--- config.mk ---
export PLATFORM = sky130hd
export DESIGN_NAME = id_ex_stage_flat
export DESIGN_NICKNAME = d
export VERILOG_FILES = /design/src/rtl/riscv_pkg.sv /design/src/rtl/id_ex_stage_if.sv /design/src/rtl/alu_ctrl_dec.sv /design/src/rtl/id_ex_stage.sv /design/src/flat_wrapper.sv
export SDC_FILE = /design/constraint.sdc
export NUM_CORES = 1
export LEC_CHECK = 0
export ABC_AREA = 1
export ABC_CLOCK_PERIOD_IN_PS = 1660
export BUFFER_PORTS_ARGS = -buffer_cell sky130_fd_sc_hd__buf_2
export CORE_ASPECT_RATIO = 1.75
export CORE_MARGIN = 5
export CORE_UTILIZATION = 44
export CTS_BUF_LIST = sky130_fd_sc_hd__clkbuf_4 sky130_fd_sc_hd__clkbuf_8
export DETAILED_ROUTE_END_ITERATION = 8
export GPL_TIMING_DRIVEN = 0
export HOLD_SLACK_MARGIN = 0.15
export PLACE_DENSITY = 0.78
export SLEW_MARGIN = 10
export SYNTH_ARGS = -nofsm -noshare
export SYNTH_HDL_FRONTEND = slang
export SYNTH_SLANG_ARGS = --single-unit
--- constraint.sdc ---
create_clock -name clk -period 1.66 [get_ports clk]
set_input_delay 0.332 -clock clk [delete_from_list [all_inputs] [get_ports clk]]
set_output_delay 0.332 -clock clk [all_outputs]
set_load 0.005 [all_outputs]
--- src/rtl/riscv_pkg.sv ---
// Shared RV32I definitions for the ID/EX stage: ALU op codes, opcodes, operand-source
// selects, the decoder result and the pipeline-register layout.
package riscv_pkg;

    localparam int XLEN   = 32;
    localparam int REG_AW = 5;

    localparam logic [3:0] ALU_ADD  = 4'b0000;
    localparam logic [3:0] ALU_OR   = 4'b0001;
    localparam logic [3:0] ALU_AND  = 4'b0010;
    localparam logic [3:0] ALU_SLT  = 4'b0100;
    localparam logic [3:0] ALU_LUI  = 4'b0110;
    localparam logic [3:0] ALU_SUB  = 4'b0111;
    localparam logic [3:0] ALU_SLL  = 4'b1000;
    localparam logic [3:0] ALU_XOR  = 4'b1001;
    localparam logic [3:0] ALU_SRL  = 4'b1010;
    localparam logic [3:0] ALU_BGE  = 4'b1011;
    localparam logic [3:0] ALU_SLTU = 4'b1100;
    localparam logic [3:0] ALU_SRA  = 4'b1110;

    localparam logic [6:0] OPC_OP     = 7'b0110011;
    localparam logic [6:0] OPC_OP_IMM = 7'b0010011;
    localparam logic [6:0] OPC_LOAD   = 7'b0000011;
    localparam logic [6:0] OPC_STORE  = 7'b0100011;
    localparam logic [6:0] OPC_LUI    = 7'b0110111;
    localparam logic [6:0] OPC_AUIPC  = 7'b0010111;
    localparam logic [6:0] OPC_JAL    = 7'b1101111;
    localparam logic [6:0] OPC_JALR   = 7'b1100111;
    localparam logic [6:0] OPC_BRANCH = 7'b1100011;

    typedef enum logic [1:0] {
        XSRC_RS1  = 2'd0,
        XSRC_PC   = 2'd1,
        XSRC_ZERO = 2'd2
    } x_src_e;

    typedef enum logic [1:0] {
        YSRC_RS2  = 2'd0,
        YSRC_IMM  = 2'd1,
        YSRC_FOUR = 2'd2
    } y_src_e;

    typedef struct packed {
        logic [3:0] control;
        x_src_e     x_src;
        y_src_e     y_src;
        logic       regwrite;
        logic       memread;
        logic       memwrite;
        logic       branch;
        logic       illegal;
    } dec_t;

    typedef struct packed {
        logic              valid;
        logic [REG_AW-1:0] rd;
        logic              regwrite;
        logic              memread;
        logic              memwrite;
        logic              branch;
        logic [2:0]        funct3;
        logic [3:0]        control;
        logic              illegal;
        x_src_e            x_src;
        y_src_e            y_src;
        logic [REG_AW-1:0] rs1_idx;
        logic [REG_AW-1:0] rs2_idx;
        logic [XLEN-1:0]   rs1_data;
        logic [XLEN-1:0]   rs2_data;
        logic [XLEN-1:0]   pc;
        logic [XLEN-1:0]   imm;
    } pipe_t;

    // A bubble selects X=0 and Y=IMM=0, so the ALU sees zero operands without extra gating.
    localparam pipe_t PIPE_BUBBLE = '{
        valid:    1'b0,
        rd:       {REG_AW{1'b0}},
        regwrite: 1'b0,
        memread:  1'b0,
        memwrite: 1'b0,
        branch:   1'b0,
        funct3:   3'b000,
        control:  ALU_ADD,
        illegal:  1'b0,
        x_src:    XSRC_ZERO,
        y_src:    YSRC_IMM,
        rs1_idx:  {REG_AW{1'b0}},
        rs2_idx:  {REG_AW{1'b0}},
        rs1_data: {XLEN{1'b0}},
        rs2_data: {XLEN{1'b0}},
        pc:       {XLEN{1'b0}},
        imm:      {XLEN{1'b0}}
    };

    function automatic logic fwd_hit(input logic              we,
                                     input logic [REG_AW-1:0] rd,
                                     input logic [REG_AW-1:0] rs);
        return we & (rd != {REG_AW{1'b0}}) & (rd == rs);
    endfunction

endpackage

--- src/rtl/id_ex_stage_if.sv ---
// IF/ID-side, forwarding and ALU-side signals of the ID/EX stage, bundled as one interface.
interface id_ex_stage_if;
    import riscv_pkg::*;

    logic              valid_in;
    logic [6:0]        opcode;
    logic [2:0]        funct3;
    logic              funct7_b5;
    logic [XLEN-1:0]   pc_in;
    logic [REG_AW-1:0] rs1_in;
    logic [REG_AW-1:0] rs2_in;
    logic [REG_AW-1:0] rd_in;
    logic [XLEN-1:0]   rs1_data;
    logic [XLEN-1:0]   rs2_data;
    logic [XLEN-1:0]   imm;
    logic              flush;
    logic [REG_AW-1:0] exm_rd;
    logic              exm_we;
    logic [XLEN-1:0]   exm_res;
    logic [REG_AW-1:0] mwb_rd;
    logic              mwb_we;
    logic [XLEN-1:0]   mwb_res;

    logic [XLEN-1:0]   x;
    logic [XLEN-1:0]   y;
    logic [3:0]        control;
    logic              valid_out;
    logic [REG_AW-1:0] rd_out;
    logic              regwrite_out;
    logic              memread_out;
    logic              memwrite_out;
    logic              branch_out;
    logic [2:0]        funct3_out;
    logic [XLEN-1:0]   rs2_fwd;
    logic              stall;
    logic              illegal;

    modport master (
        output valid_in, opcode, funct3, funct7_b5, pc_in, rs1_in, rs2_in, rd_in,
               rs1_data, rs2_data, imm, flush, exm_rd, exm_we, exm_res,
               mwb_rd, mwb_we, mwb_res,
        input  x, y, control, valid_out, rd_out, regwrite_out, memread_out,
               memwrite_out, branch_out, funct3_out, rs2_fwd, stall, illegal
    );

    modport slave (
        input  valid_in, opcode, funct3, funct7_b5, pc_in, rs1_in, rs2_in, rd_in,
               rs1_data, rs2_data, imm, flush, exm_rd, exm_we, exm_res,
               mwb_rd, mwb_we, mwb_res,
        output x, y, control, valid_out, rd_out, regwrite_out, memread_out,
               memwrite_out, branch_out, funct3_out, rs2_fwd, stall, illegal
    );

endinterface

--- src/rtl/alu_ctrl_dec.sv ---
// Combinational decode of opcode/funct3/funct7[5] into ALU op, operand sources and
// control flags; unknown opcodes raise the illegal flag.
module alu_ctrl_dec
    import riscv_pkg::*;
(
    input  logic [6:0] opcode,
    input  logic [2:0] funct3,
    input  logic       funct7_b5,
    output dec_t       dec
);

    // Arithmetic op shared by OP and OP-IMM; SUB only exists in the register form.
    function automatic logic [3:0] arith_op(input logic [2:0] f3,
                                            input logic       b5,
                                            input logic       is_reg);
        logic [3:0] op;
        case (f3)
            3'b000:  op = (is_reg & b5) ? ALU_SUB : ALU_ADD;
            3'b001:  op = ALU_SLL;
            3'b010:  op = ALU_SLT;
            3'b011:  op = ALU_SLTU;
            3'b100:  op = ALU_XOR;
            3'b101:  op = b5 ? ALU_SRA : ALU_SRL;
            3'b110:  op = ALU_OR;
            3'b111:  op = ALU_AND;
            default: op = ALU_ADD;
        endcase
        return op;
    endfunction

    // Opcode decode with safe defaults so an unrecognised opcode yields no side effects.
    always_comb begin
        dec.control  = ALU_ADD;
        dec.x_src    = XSRC_ZERO;
        dec.y_src    = YSRC_IMM;
        dec.regwrite = 1'b0;
        dec.memread  = 1'b0;
        dec.memwrite = 1'b0;
        dec.branch   = 1'b0;
        dec.illegal  = 1'b0;
        case (opcode)
            OPC_OP: begin
                dec.control  = arith_op(funct3, funct7_b5, 1'b1);
                dec.x_src    = XSRC_RS1;
                dec.y_src    = YSRC_RS2;
                dec.regwrite = 1'b1;
            end
            OPC_OP_IMM: begin
                dec.control  = arith_op(funct3, funct7_b5, 1'b0);
                dec.x_src    = XSRC_RS1;
                dec.regwrite = 1'b1;
            end
            OPC_LOAD: begin
                dec.x_src    = XSRC_RS1;
                dec.regwrite = 1'b1;
                dec.memread  = 1'b1;
            end
            OPC_STORE: begin
                dec.x_src    = XSRC_RS1;
                dec.memwrite = 1'b1;
            end
            OPC_LUI: begin
                dec.control  = ALU_LUI;
                dec.regwrite = 1'b1;
            end
            OPC_AUIPC: begin
                dec.x_src    = XSRC_PC;
                dec.regwrite = 1'b1;
            end
            OPC_JAL, OPC_JALR: begin
                dec.x_src    = XSRC_PC;
                dec.y_src    = YSRC_FOUR;
                dec.regwrite = 1'b1;
            end
            OPC_BRANCH: begin
                dec.x_src  = XSRC_RS1;
                dec.y_src  = YSRC_RS2;
                dec.branch = 1'b1;
                case (funct3)
                    3'b000, 3'b001: dec.control = ALU_SUB;
                    3'b100:         dec.control = ALU_SLT;
                    3'b101:         dec.control = ALU_BGE;
                    3'b110, 3'b111: dec.control = ALU_SLTU;
                    default:        dec.control = ALU_ADD;
                endcase
            end
            default: begin
                dec.illegal = 1'b1;
            end
        endcase
    end

endmodule

--- src/rtl/id_ex_stage.sv ---
// ID/EX pipeline register for the RV32I core: captures decoded fields, detects load-use
// hazards and forwards EX/MEM and MEM/WB results into the ALU operands.
module id_ex_stage
    import riscv_pkg::*;
(
    input  logic          clk,
    input  logic          reset,
    id_ex_stage_if.slave  bus
);

    dec_t            dec_s;
    pipe_t           pipe_d;
    pipe_t           pipe_q;
    logic            stall_s;
    logic [XLEN-1:0] rs1_fwd_s;
    logic [XLEN-1:0] rs2_fwd_s;
    logic [XLEN-1:0] x_s;
    logic [XLEN-1:0] y_s;

    alu_ctrl_dec u_dec (
        .opcode    (bus.opcode),
        .funct3    (bus.funct3),
        .funct7_b5 (bus.funct7_b5),
        .dec       (dec_s)
    );

    // A load in EX whose target is read by the instruction in IF/ID must wait one cycle.
    assign stall_s = pipe_q.valid & pipe_q.memread & (pipe_q.rd != {REG_AW{1'b0}}) &
                     bus.valid_in &
                     ((pipe_q.rd == bus.rs1_in) | (pipe_q.rd == bus.rs2_in));

    // Next pipeline contents: flush beats stall, both beat a normal capture.
    always_comb begin
        pipe_d = PIPE_BUBBLE;
        if (bus.flush) begin
            pipe_d = PIPE_BUBBLE;
        end else if (stall_s) begin
            pipe_d = PIPE_BUBBLE;
        end else if (!bus.valid_in) begin
            pipe_d = PIPE_BUBBLE;
        end else if (dec_s.illegal) begin
            pipe_d.illegal = 1'b1;
        end else begin
            pipe_d.valid    = 1'b1;
            pipe_d.rd       = bus.rd_in;
            pipe_d.regwrite = dec_s.regwrite & (bus.rd_in != {REG_AW{1'b0}});
            pipe_d.memread  = dec_s.memread;
            pipe_d.memwrite = dec_s.memwrite;
            pipe_d.branch   = dec_s.branch;
            pipe_d.funct3   = bus.funct3;
            pipe_d.control  = dec_s.control;
            pipe_d.x_src    = dec_s.x_src;
            pipe_d.y_src    = dec_s.y_src;
            pipe_d.rs1_idx  = bus.rs1_in;
            pipe_d.rs2_idx  = bus.rs2_in;
            pipe_d.rs1_data = bus.rs1_data;
            pipe_d.rs2_data = bus.rs2_data;
            pipe_d.pc       = bus.pc_in;
            pipe_d.imm      = bus.imm;
        end
    end

    // Pipeline register with synchronous reset.
    always_ff @(posedge clk) begin
        if (reset) begin
            pipe_q <= PIPE_BUBBLE;
        end else begin
            pipe_q <= pipe_d;
        end
    end

    // Operand forwarding: the younger EX/MEM result wins over MEM/WB.
    always_comb begin
        rs1_fwd_s = pipe_q.rs1_data;
        rs2_fwd_s = pipe_q.rs2_data;
        if (fwd_hit(bus.exm_we, bus.exm_rd, pipe_q.rs1_idx)) begin
            rs1_fwd_s = bus.exm_res;
        end else if (fwd_hit(bus.mwb_we, bus.mwb_rd, pipe_q.rs1_idx)) begin
            rs1_fwd_s = bus.mwb_res;
        end else begin
            rs1_fwd_s = pipe_q.rs1_data;
        end
        if (fwd_hit(bus.exm_we, bus.exm_rd, pipe_q.rs2_idx)) begin
            rs2_fwd_s = bus.exm_res;
        end else if (fwd_hit(bus.mwb_we, bus.mwb_rd, pipe_q.rs2_idx)) begin
            rs2_fwd_s = bus.mwb_res;
        end else begin
            rs2_fwd_s = pipe_q.rs2_data;
        end
    end

    // Operand source selection; PC, IMM and the link constant bypass forwarding.
    always_comb begin
        x_s = {XLEN{1'b0}};
        y_s = {XLEN{1'b0}};
        case (pipe_q.x_src)
            XSRC_RS1:  x_s = rs1_fwd_s;
            XSRC_PC:   x_s = pipe_q.pc;
            XSRC_ZERO: x_s = {XLEN{1'b0}};
            default:   x_s = {XLEN{1'b0}};
        endcase
        case (pipe_q.y_src)
            YSRC_RS2:  y_s = rs2_fwd_s;
            YSRC_IMM:  y_s = pipe_q.imm;
            YSRC_FOUR: y_s = XLEN'(4);
            default:   y_s = {XLEN{1'b0}};
        endcase
    end

    assign bus.x            = x_s;
    assign bus.y            = y_s;
    assign bus.rs2_fwd      = rs2_fwd_s;
    assign bus.stall        = stall_s;
    assign bus.control      = pipe_q.control;
    assign bus.valid_out    = pipe_q.valid;
    assign bus.rd_out       = pipe_q.rd;
    assign bus.regwrite_out = pipe_q.regwrite;
    assign bus.memread_out  = pipe_q.memread;
    assign bus.memwrite_out = pipe_q.memwrite;
    assign bus.branch_out   = pipe_q.branch;
    assign bus.funct3_out   = pipe_q.funct3;
    assign bus.illegal      = pipe_q.illegal;

endmodule

--- src/flat_wrapper.sv ---
// flat-port wrapper written by rule: the top's interface ports become plain ports
module id_ex_stage_flat import riscv_pkg::*;
  (clk, reset, bus_valid_in, bus_opcode, bus_funct3, bus_funct7_b5, bus_pc_in, bus_rs1_in, bus_rs2_in, bus_rd_in, bus_rs1_data, bus_rs2_data, bus_imm, bus_flush, bus_exm_rd, bus_exm_we, bus_exm_res, bus_mwb_rd, bus_mwb_we, bus_mwb_res, bus_x, bus_y, bus_control, bus_valid_out, bus_rd_out, bus_regwrite_out, bus_memread_out, bus_memwrite_out, bus_branch_out, bus_funct3_out, bus_rs2_fwd, bus_stall, bus_illegal);
  id_ex_stage_if bus_i ();
  input  logic clk;
  input  logic reset;
  input wire logic [$bits(bus_i.valid_in)-1:0] bus_valid_in;
  input wire logic [$bits(bus_i.opcode)-1:0] bus_opcode;
  input wire logic [$bits(bus_i.funct3)-1:0] bus_funct3;
  input wire logic [$bits(bus_i.funct7_b5)-1:0] bus_funct7_b5;
  input wire logic [$bits(bus_i.pc_in)-1:0] bus_pc_in;
  input wire logic [$bits(bus_i.rs1_in)-1:0] bus_rs1_in;
  input wire logic [$bits(bus_i.rs2_in)-1:0] bus_rs2_in;
  input wire logic [$bits(bus_i.rd_in)-1:0] bus_rd_in;
  input wire logic [$bits(bus_i.rs1_data)-1:0] bus_rs1_data;
  input wire logic [$bits(bus_i.rs2_data)-1:0] bus_rs2_data;
  input wire logic [$bits(bus_i.imm)-1:0] bus_imm;
  input wire logic [$bits(bus_i.flush)-1:0] bus_flush;
  input wire logic [$bits(bus_i.exm_rd)-1:0] bus_exm_rd;
  input wire logic [$bits(bus_i.exm_we)-1:0] bus_exm_we;
  input wire logic [$bits(bus_i.exm_res)-1:0] bus_exm_res;
  input wire logic [$bits(bus_i.mwb_rd)-1:0] bus_mwb_rd;
  input wire logic [$bits(bus_i.mwb_we)-1:0] bus_mwb_we;
  input wire logic [$bits(bus_i.mwb_res)-1:0] bus_mwb_res;
  output wire logic [$bits(bus_i.x)-1:0] bus_x;
  output wire logic [$bits(bus_i.y)-1:0] bus_y;
  output wire logic [$bits(bus_i.control)-1:0] bus_control;
  output wire logic [$bits(bus_i.valid_out)-1:0] bus_valid_out;
  output wire logic [$bits(bus_i.rd_out)-1:0] bus_rd_out;
  output wire logic [$bits(bus_i.regwrite_out)-1:0] bus_regwrite_out;
  output wire logic [$bits(bus_i.memread_out)-1:0] bus_memread_out;
  output wire logic [$bits(bus_i.memwrite_out)-1:0] bus_memwrite_out;
  output wire logic [$bits(bus_i.branch_out)-1:0] bus_branch_out;
  output wire logic [$bits(bus_i.funct3_out)-1:0] bus_funct3_out;
  output wire logic [$bits(bus_i.rs2_fwd)-1:0] bus_rs2_fwd;
  output wire logic [$bits(bus_i.stall)-1:0] bus_stall;
  output wire logic [$bits(bus_i.illegal)-1:0] bus_illegal;
  assign bus_i.valid_in = bus_valid_in;
  assign bus_i.opcode = bus_opcode;
  assign bus_i.funct3 = bus_funct3;
  assign bus_i.funct7_b5 = bus_funct7_b5;
  assign bus_i.pc_in = bus_pc_in;
  assign bus_i.rs1_in = bus_rs1_in;
  assign bus_i.rs2_in = bus_rs2_in;
  assign bus_i.rd_in = bus_rd_in;
  assign bus_i.rs1_data = bus_rs1_data;
  assign bus_i.rs2_data = bus_rs2_data;
  assign bus_i.imm = bus_imm;
  assign bus_i.flush = bus_flush;
  assign bus_i.exm_rd = bus_exm_rd;
  assign bus_i.exm_we = bus_exm_we;
  assign bus_i.exm_res = bus_exm_res;
  assign bus_i.mwb_rd = bus_mwb_rd;
  assign bus_i.mwb_we = bus_mwb_we;
  assign bus_i.mwb_res = bus_mwb_res;
  assign bus_x = bus_i.x;
  assign bus_y = bus_i.y;
  assign bus_control = bus_i.control;
  assign bus_valid_out = bus_i.valid_out;
  assign bus_rd_out = bus_i.rd_out;
  assign bus_regwrite_out = bus_i.regwrite_out;
  assign bus_memread_out = bus_i.memread_out;
  assign bus_memwrite_out = bus_i.memwrite_out;
  assign bus_branch_out = bus_i.branch_out;
  assign bus_funct3_out = bus_i.funct3_out;
  assign bus_rs2_fwd = bus_i.rs2_fwd;
  assign bus_stall = bus_i.stall;
  assign bus_illegal = bus_i.illegal;
  id_ex_stage u_core (.clk(clk), .reset(reset), .bus(bus_i));
endmodule
**Yosys cells after proc, flatten, opt, wreduce, memory -nomap -nowiden**

Index checks and enable logic that the tools add are counted.

- Register bits: 160
- Bits in latches: 0
- Bits in writable memories: 0
- Bits in read-only memories: 0
- Input port bits: 234
- Logic and storage cells: 93
- Memories: 0

- $add $sub $neg: 0
- $mul: 0
- Divide/modulo/power cells: 0
- $lt $le $gt $ge: 0
- Equality and inequality tests: 25
- Shift-type cells: 0
- Mux-type cells: 20
- Bitwise operators: 14
- Reductions and logical operators: 17

Operator list:

| kind | count |
|---|---|
| $mux 32 | 4 |
| $pmux 32 s3 | 1 |
| $pmux 32 s2 | 1 |
| $pmux 4 s8 | 2 |
| $pmux 4 s4 | 2 |
| $eq 5x5->1 | 6 |
| $eq 7x6->1 const B | 3 |
| $eq 7x7->1 const B | 3 |
| $reduce_bool 5->1 | 4 |
| $mux 17 | 1 |
| $eq 7x5->1 const B | 2 |
| $eq 3x3->1 const B | 4 |
| $and 1x1->1 | 11 |
| $reduce_or 5->1 | 2 |
| $reduce_or 9->1 | 1 |
| $pmux 2 s2 | 2 |
| $reduce_or 2->1 | 4 |
| $eq 7x2->1 const B | 1 |
| $reduce_or 7->1 | 1 |
| $eq 3x2->1 const B | 2 |
| $mux 3 | 2 |
| $mux 1 | 5 |
| $eq 2x1->1 const B | 2 |
| $logic_not 2->1 | 2 |
| other kinds (7) | 8 |

**Logic depth before layout (Yosys ltp)**

- Depth after elaboration: 6
- Mapped depth: 11
- Gate-level depth less buffers: 10

**Hierarchy**

A second synthesis with hierarchy kept.

- Cell total of the unflattened synthesis: 1306
- Area total of the unflattened synthesis: 8276.7 µm²

Modules (own cells, without submodules):

| module | instances | cells an instance | area each (µm²) | sequential area each (µm²) |
|---|---|---|---|---|
| id_ex_stage | 1 | 1228 | 7928.9 | 3203.1 |
| alu_ctrl_dec | 1 | 78 | 347.8 | 0.0 |

**Least setup slack after synthesis**

No wires, ideal clock.

- Kind: input to output
- From: input bus_mwb_rd[4]
- To: output bus_y[10]
- Arrival: 1361 ps
- Data required time: 1328 ps
- Path slack: -33 ps
- Stages: 7
- Buffers on the path: 1
- Cell sequence: xor2_1 > nor2_1 > clkbuf_1 > nand4_1 > nand3_1 > nand3_1 > nand2_1

- Longest elaborated chain between the ends: 6
- Elaborated cells between the ends (all ways): 7

Ends and longest elaborated chain:

| item | line | text |
|---|---|---|
| start, declared | flat_wrapper.sv:22 | `input wire logic [$bits(bus_i.mwb_rd)-1:0] bus_mwb_rd;` |
| $reduce_bool 5->1 | riscv_pkg.sv:98 | `return we & (rd != {REG_AW{1'b0}}) & (rd == rs);` |
| $and 1x1->1 | riscv_pkg.sv:98 |  |
| $and 1x1->1 * | riscv_pkg.sv:98 |  |
| $mux 32 * | id_ex_stage.sv:85 | `end else if (fwd_hit(bus.mwb_we, bus.mwb_rd, pipe_q.rs2_idx)) begin` |
| $mux 32 * | id_ex_stage.sv:83 | `if (fwd_hit(bus.exm_we, bus.exm_rd, pipe_q.rs2_idx)) begin` |
| $pmux 32 s3 * | id_ex_stage.sv:102 | `case (pipe_q.y_src)` |
| end, declared | flat_wrapper.sv:26 | `output wire logic [$bits(bus_i.y)-1:0] bus_y;` |

Every way passes the cells marked *; elsewhere a longest branch is shown, timed or not.

**Final worst setup path**

- From: register u_core.pipe_q[128] (netlist bit)
- To: output bus_y[23]

- Longest elaborated chain between the ends: 5
- Elaborated cells between the ends (all ways): 7

Ends and longest elaborated chain:

| item | line | text |
|---|---|---|
| start, declared | id_ex_stage.sv:13 | `pipe_t pipe_q;` |
| start signal, assigned | id_ex_stage.sv:68 | `pipe_q <= pipe_d;` |
| $eq 5x5->1 | riscv_pkg.sv:98 |  |
| $and 1x1->1 | riscv_pkg.sv:98 |  |
| $mux 32 | id_ex_stage.sv:85 |  |
| $mux 32 * | id_ex_stage.sv:83 |  |
| $pmux 32 s3 * | id_ex_stage.sv:102 |  |

Marked as above.

==> flow_metrics.py <==
metrics = {
    "outcome": {
        "outcome": "finished with violations",
        "violations": "setup timing",
    },
    "synthesis": {
        "synth_top_area_cell": "dfxtp_1",
        "synth_area_mm2": 0.008215,
        "synth_top_flop_cell": "dfxtp_1",
        "syn_nets": 1521,
        "synth_seq_cells": 160,
        "yosysMostFrequentCell": "nand2_1",
        "synthCells": 1287,
        "synth_edf_count": 0,
        "ys_warn_count": 0,
        "avgSynthCellArea_um2": 6.383,
        "netlist_top_cells_area": "dfxtp_1, nand2_1, nand3_1",
        "ys_seq_area_frac": 0.3899,
        "ys_async_sr_fraction": 0,
        "synthTopCellsByCount": "nand2_1, inv_1, nand3_1, nor2_1, dfxtp_1",
        "synth_top_cell_area_share": 0.3899,
        "synth_cell_types": 26,
    },
    "power": {
        "cellLeakagePower_nw": 8.213,
        "power_mw": 8.450,
        "ir_drop_mv": 0.6077,
        "power_density_mw_per_mm2": 581.2,
    },
    "die": {
        "initial_core_util": 0.4441,
        "fp.dieH_um": 190.8,
        "io_pins": 349,
        "rows": 66,
        "fp.dieW_um": 113.3,
        "core_mm2": 0.01850,
        "die-area_mm2": 0.02161,
    },
    "clock_tree": {
        "cts.sinks": 160,
        "cts_root_buffer": "clkbuf_8",
        "clk_latency_ns": 0.48,
        "clk_pin_slew_worst_paths_ns": 0.10,
        "cts_buffer_depth": 2,
        "cts_tree": "built",
        "cts_buffers": 17,
        "h-tree-depth": 4,
    },
    "worst_setup_path": {
        "rr_startpoint": "u_core.bus.rd_out[0]$_SDFF_PP0_",
        "end_kind": "output port",
        "startpoint": "u_core.pipe_q[128]$_SDFF_PP0_",
        "critPathLaunchType": "register",
        "cp_slowest_cell": "dfxtp_2",
        "crit_fanout": 10,
        "crit_path_cell_trace": "xnor2_2, nand2_2, nor2_4, buf_4, buf_6, nand4_1, nand3_4, nand3_2, nand2_2, buf_6",
        "arrival_ns": 2.23,
        "cp.required_ns": 1.33,
        "max_stage_delay_ns": 0.36,
        "worstSetupPathType": "register to output port",
    },
    "place": {
        "place_congestion": 0.9727,
        "io_buffers": 348,
        "hpwl_um": 27910,
    },
    "timing": {
        "fin_worst_skew_ns": 0.01281,
        "tightest_slew_ns": 0.4826,
        "fin_setup_tns_ns": -96.63,
        "setup_viol": 250,
        "period_needed_ns": 2.559,
        "slew_viol_final": 0,
        "rsz0062_at_grt": "true",
        "layout_setup_ws_ns": -0.8991,
        "relSlewSlack": 0.6779,
        "hold_viol_final": 0,
        "fmax_mhz": 390.8,
        "fin_crit_sh": 1.542,
    },
    "routing": {
        "vias_per_cell": 5.376,
        "num_vias": 11250,
        "wirelength_um": 44080,
        "first_pass_iters": 6,
        "final_antenna_net_count": 0,
        "wire_per_inst_um": 21.06,
        "drtIter0Drc": 946,
        "drcViolationCount": 0,
    },
    "grt": {
        "antenna_found_initial": 2,
        "grt_pass1_vias": 11100,
        "grt_pass1_wl_um": 58730,
        "grt_overflow_total": 0,
        "track_usage": 0.3595,
        "grt_max_degree": 17,
    },
    "run": {
        "drv_cap": 0,
    },
    "finish": {
        "area_delta_synth_final_pct": 76.96,
        "fill_cells": 1129,
        "final_nets": 2074,
        "drive_gt1_frac": 0.4236,
    },
    "hold_path": {
        "hold_start": "bus_opcode[5]",
        "min_path_type": "primary input to register",
    },
}
[what timing repair did]
item	in CTS	in global routing
hold buffers	148	0
gates cloned	5	10
endpoints found under the hold margin	149	0
endpoints found under the setup margin	237	253
resized for setup	230	287
buffers inserted	17	11
pin swaps	61	84
[where the power goes]
| part | switching (mW) | internal (mW) | total, mW |
|---|---|---|---|
| Clock | 1.66 | 1.55 | 3.22 |
| Combinational | 0.694 | 0.683 | 1.38 |
| Sequential | 0.0101 | 3.85 | 3.86 |
| Total | 2.37 | 6.08 | 8.45 |
[cells by family (layout without fill, tap and decap cells)]
group,Yosys count,count (layout),synth area share
AOI/OAI and AO/OA,13,13,0.008224
DFF,160,160,0.3899
other,0,2,0
xor gates and xnor gates,22,22,0.02345
buffers and inverters,314,880,0.1652
and+or+nand+nor,778,778,0.4132
[through the flow]
step,cells,utilization,area [µm²],worst slack (ns),hold WS [ns]
global route,2093,0.7859,14540,-0.9566,0.2471
global placement,1873,0.5548,10260,-1.006,0.5445
CTS,2075,0.7142,13210,-0.8785,0.1685
finish,2093,0.7859,14540,-0.8991,0.2226
detailed placement,1873,0.5548,10260,-1.028,0.5506
floorplan,1287,-,8223,0.02183,0.4113
[placed cells by master, fill, tap and decap left out, types with 12 or more instances in the layout]
master | netlist | routed
buf_2 | 14 | 326
inv_1 | 232 | 223
nand2_1 | 305 | 208
dlygate4sd3_1 | 0 | 148
dfxtp_1 | 160 | 148
nor2_1 | 191 | 144
nand3_1 | 198 | 109
nand3_2 | 2 | 80
nand2_2 | 0 | 56
buf_4 | 15 | 42
nand2_4 | 0 | 40
nor2_2 | 3 | 39
nand4_1 | 35 | 35
buf_6 | 14 | 35
clkbuf_8 | 0 | 23
and2_4 | 0 | 19
buf_12 | 0 | 16
clkbuf_2 | 0 | 13
clkbuf_16 | 0 | 13
and2_1 | 32 | 13
nor2_4 | 1 | 12
[layout make-up]
class,instances,area [µm²],area share
Antenna cell,2,5.005,0.0003443
Buffer,75,812.0,0.05586
Clock buffer,18,247.7,0.01704
Clock inverter,14,177.7,0.01222
Inverter,234,880.8,0.06059
Multi-Input combinational cell,813,4930,0.3391
Sequential cell,160,3228,0.2221
Tap cell,238,297.8,0.02048
Timing Repair Buffer,539,3959,0.2723
[metal layers]
| metal | global-route usage | share of wire | up-vias |
|---|---|---|---|
| met5 | 0 | 0 | - |
| met4 | 0.3045 | 0.11 | 0 |
| met3 | 0.08415 | 0.081 | 289 |
| met2 | 0.6441 | 0.50 | 843 |
| met1 | 0.3379 | 0.31 | 5124 |
| li1 | - | - | 4995 |
[state kept, by name, indices dropped and copies added, names as in the netlist]
name and flops:
u_core.bus.control 4, u_core.bus.memread_out 1, u_core.bus.regwrite_out 1, u_core.bus.branch_out 1
u_core.bus.valid_out 1, u_core.pipe_q 142, u_core.bus.memwrite_out 1, u_core.bus.illegal 1
u_core.bus.rd_out 5, u_core.bus.funct3_out 3
[critical path: cells and delay by family (launching register included)]
family | cells | cell delay (ns)
and+or+nand+nor | 6 | 0.86
DFF | 1 | 0.36
xor gates and xnor gates | 1 | 0.16
buffers and inverters | 3 | 0.37
[worst paths after layout]
kind	end	slack (ns)	depth (start not counted)
setup / recovery	bus_y[23]	-0.90	10
hold / removal	u_core.bus.memwrite_out$_SDFF_PP0_	0.22	3
hold reg to reg	u_core.bus.regwrite_out$_SDFF_PP0_	1.00	6
setup reg to reg	u_core.bus.rd_out[4]$_SDFF_PP0_	-0.26	10
Power figures use the tool's default switching activity.
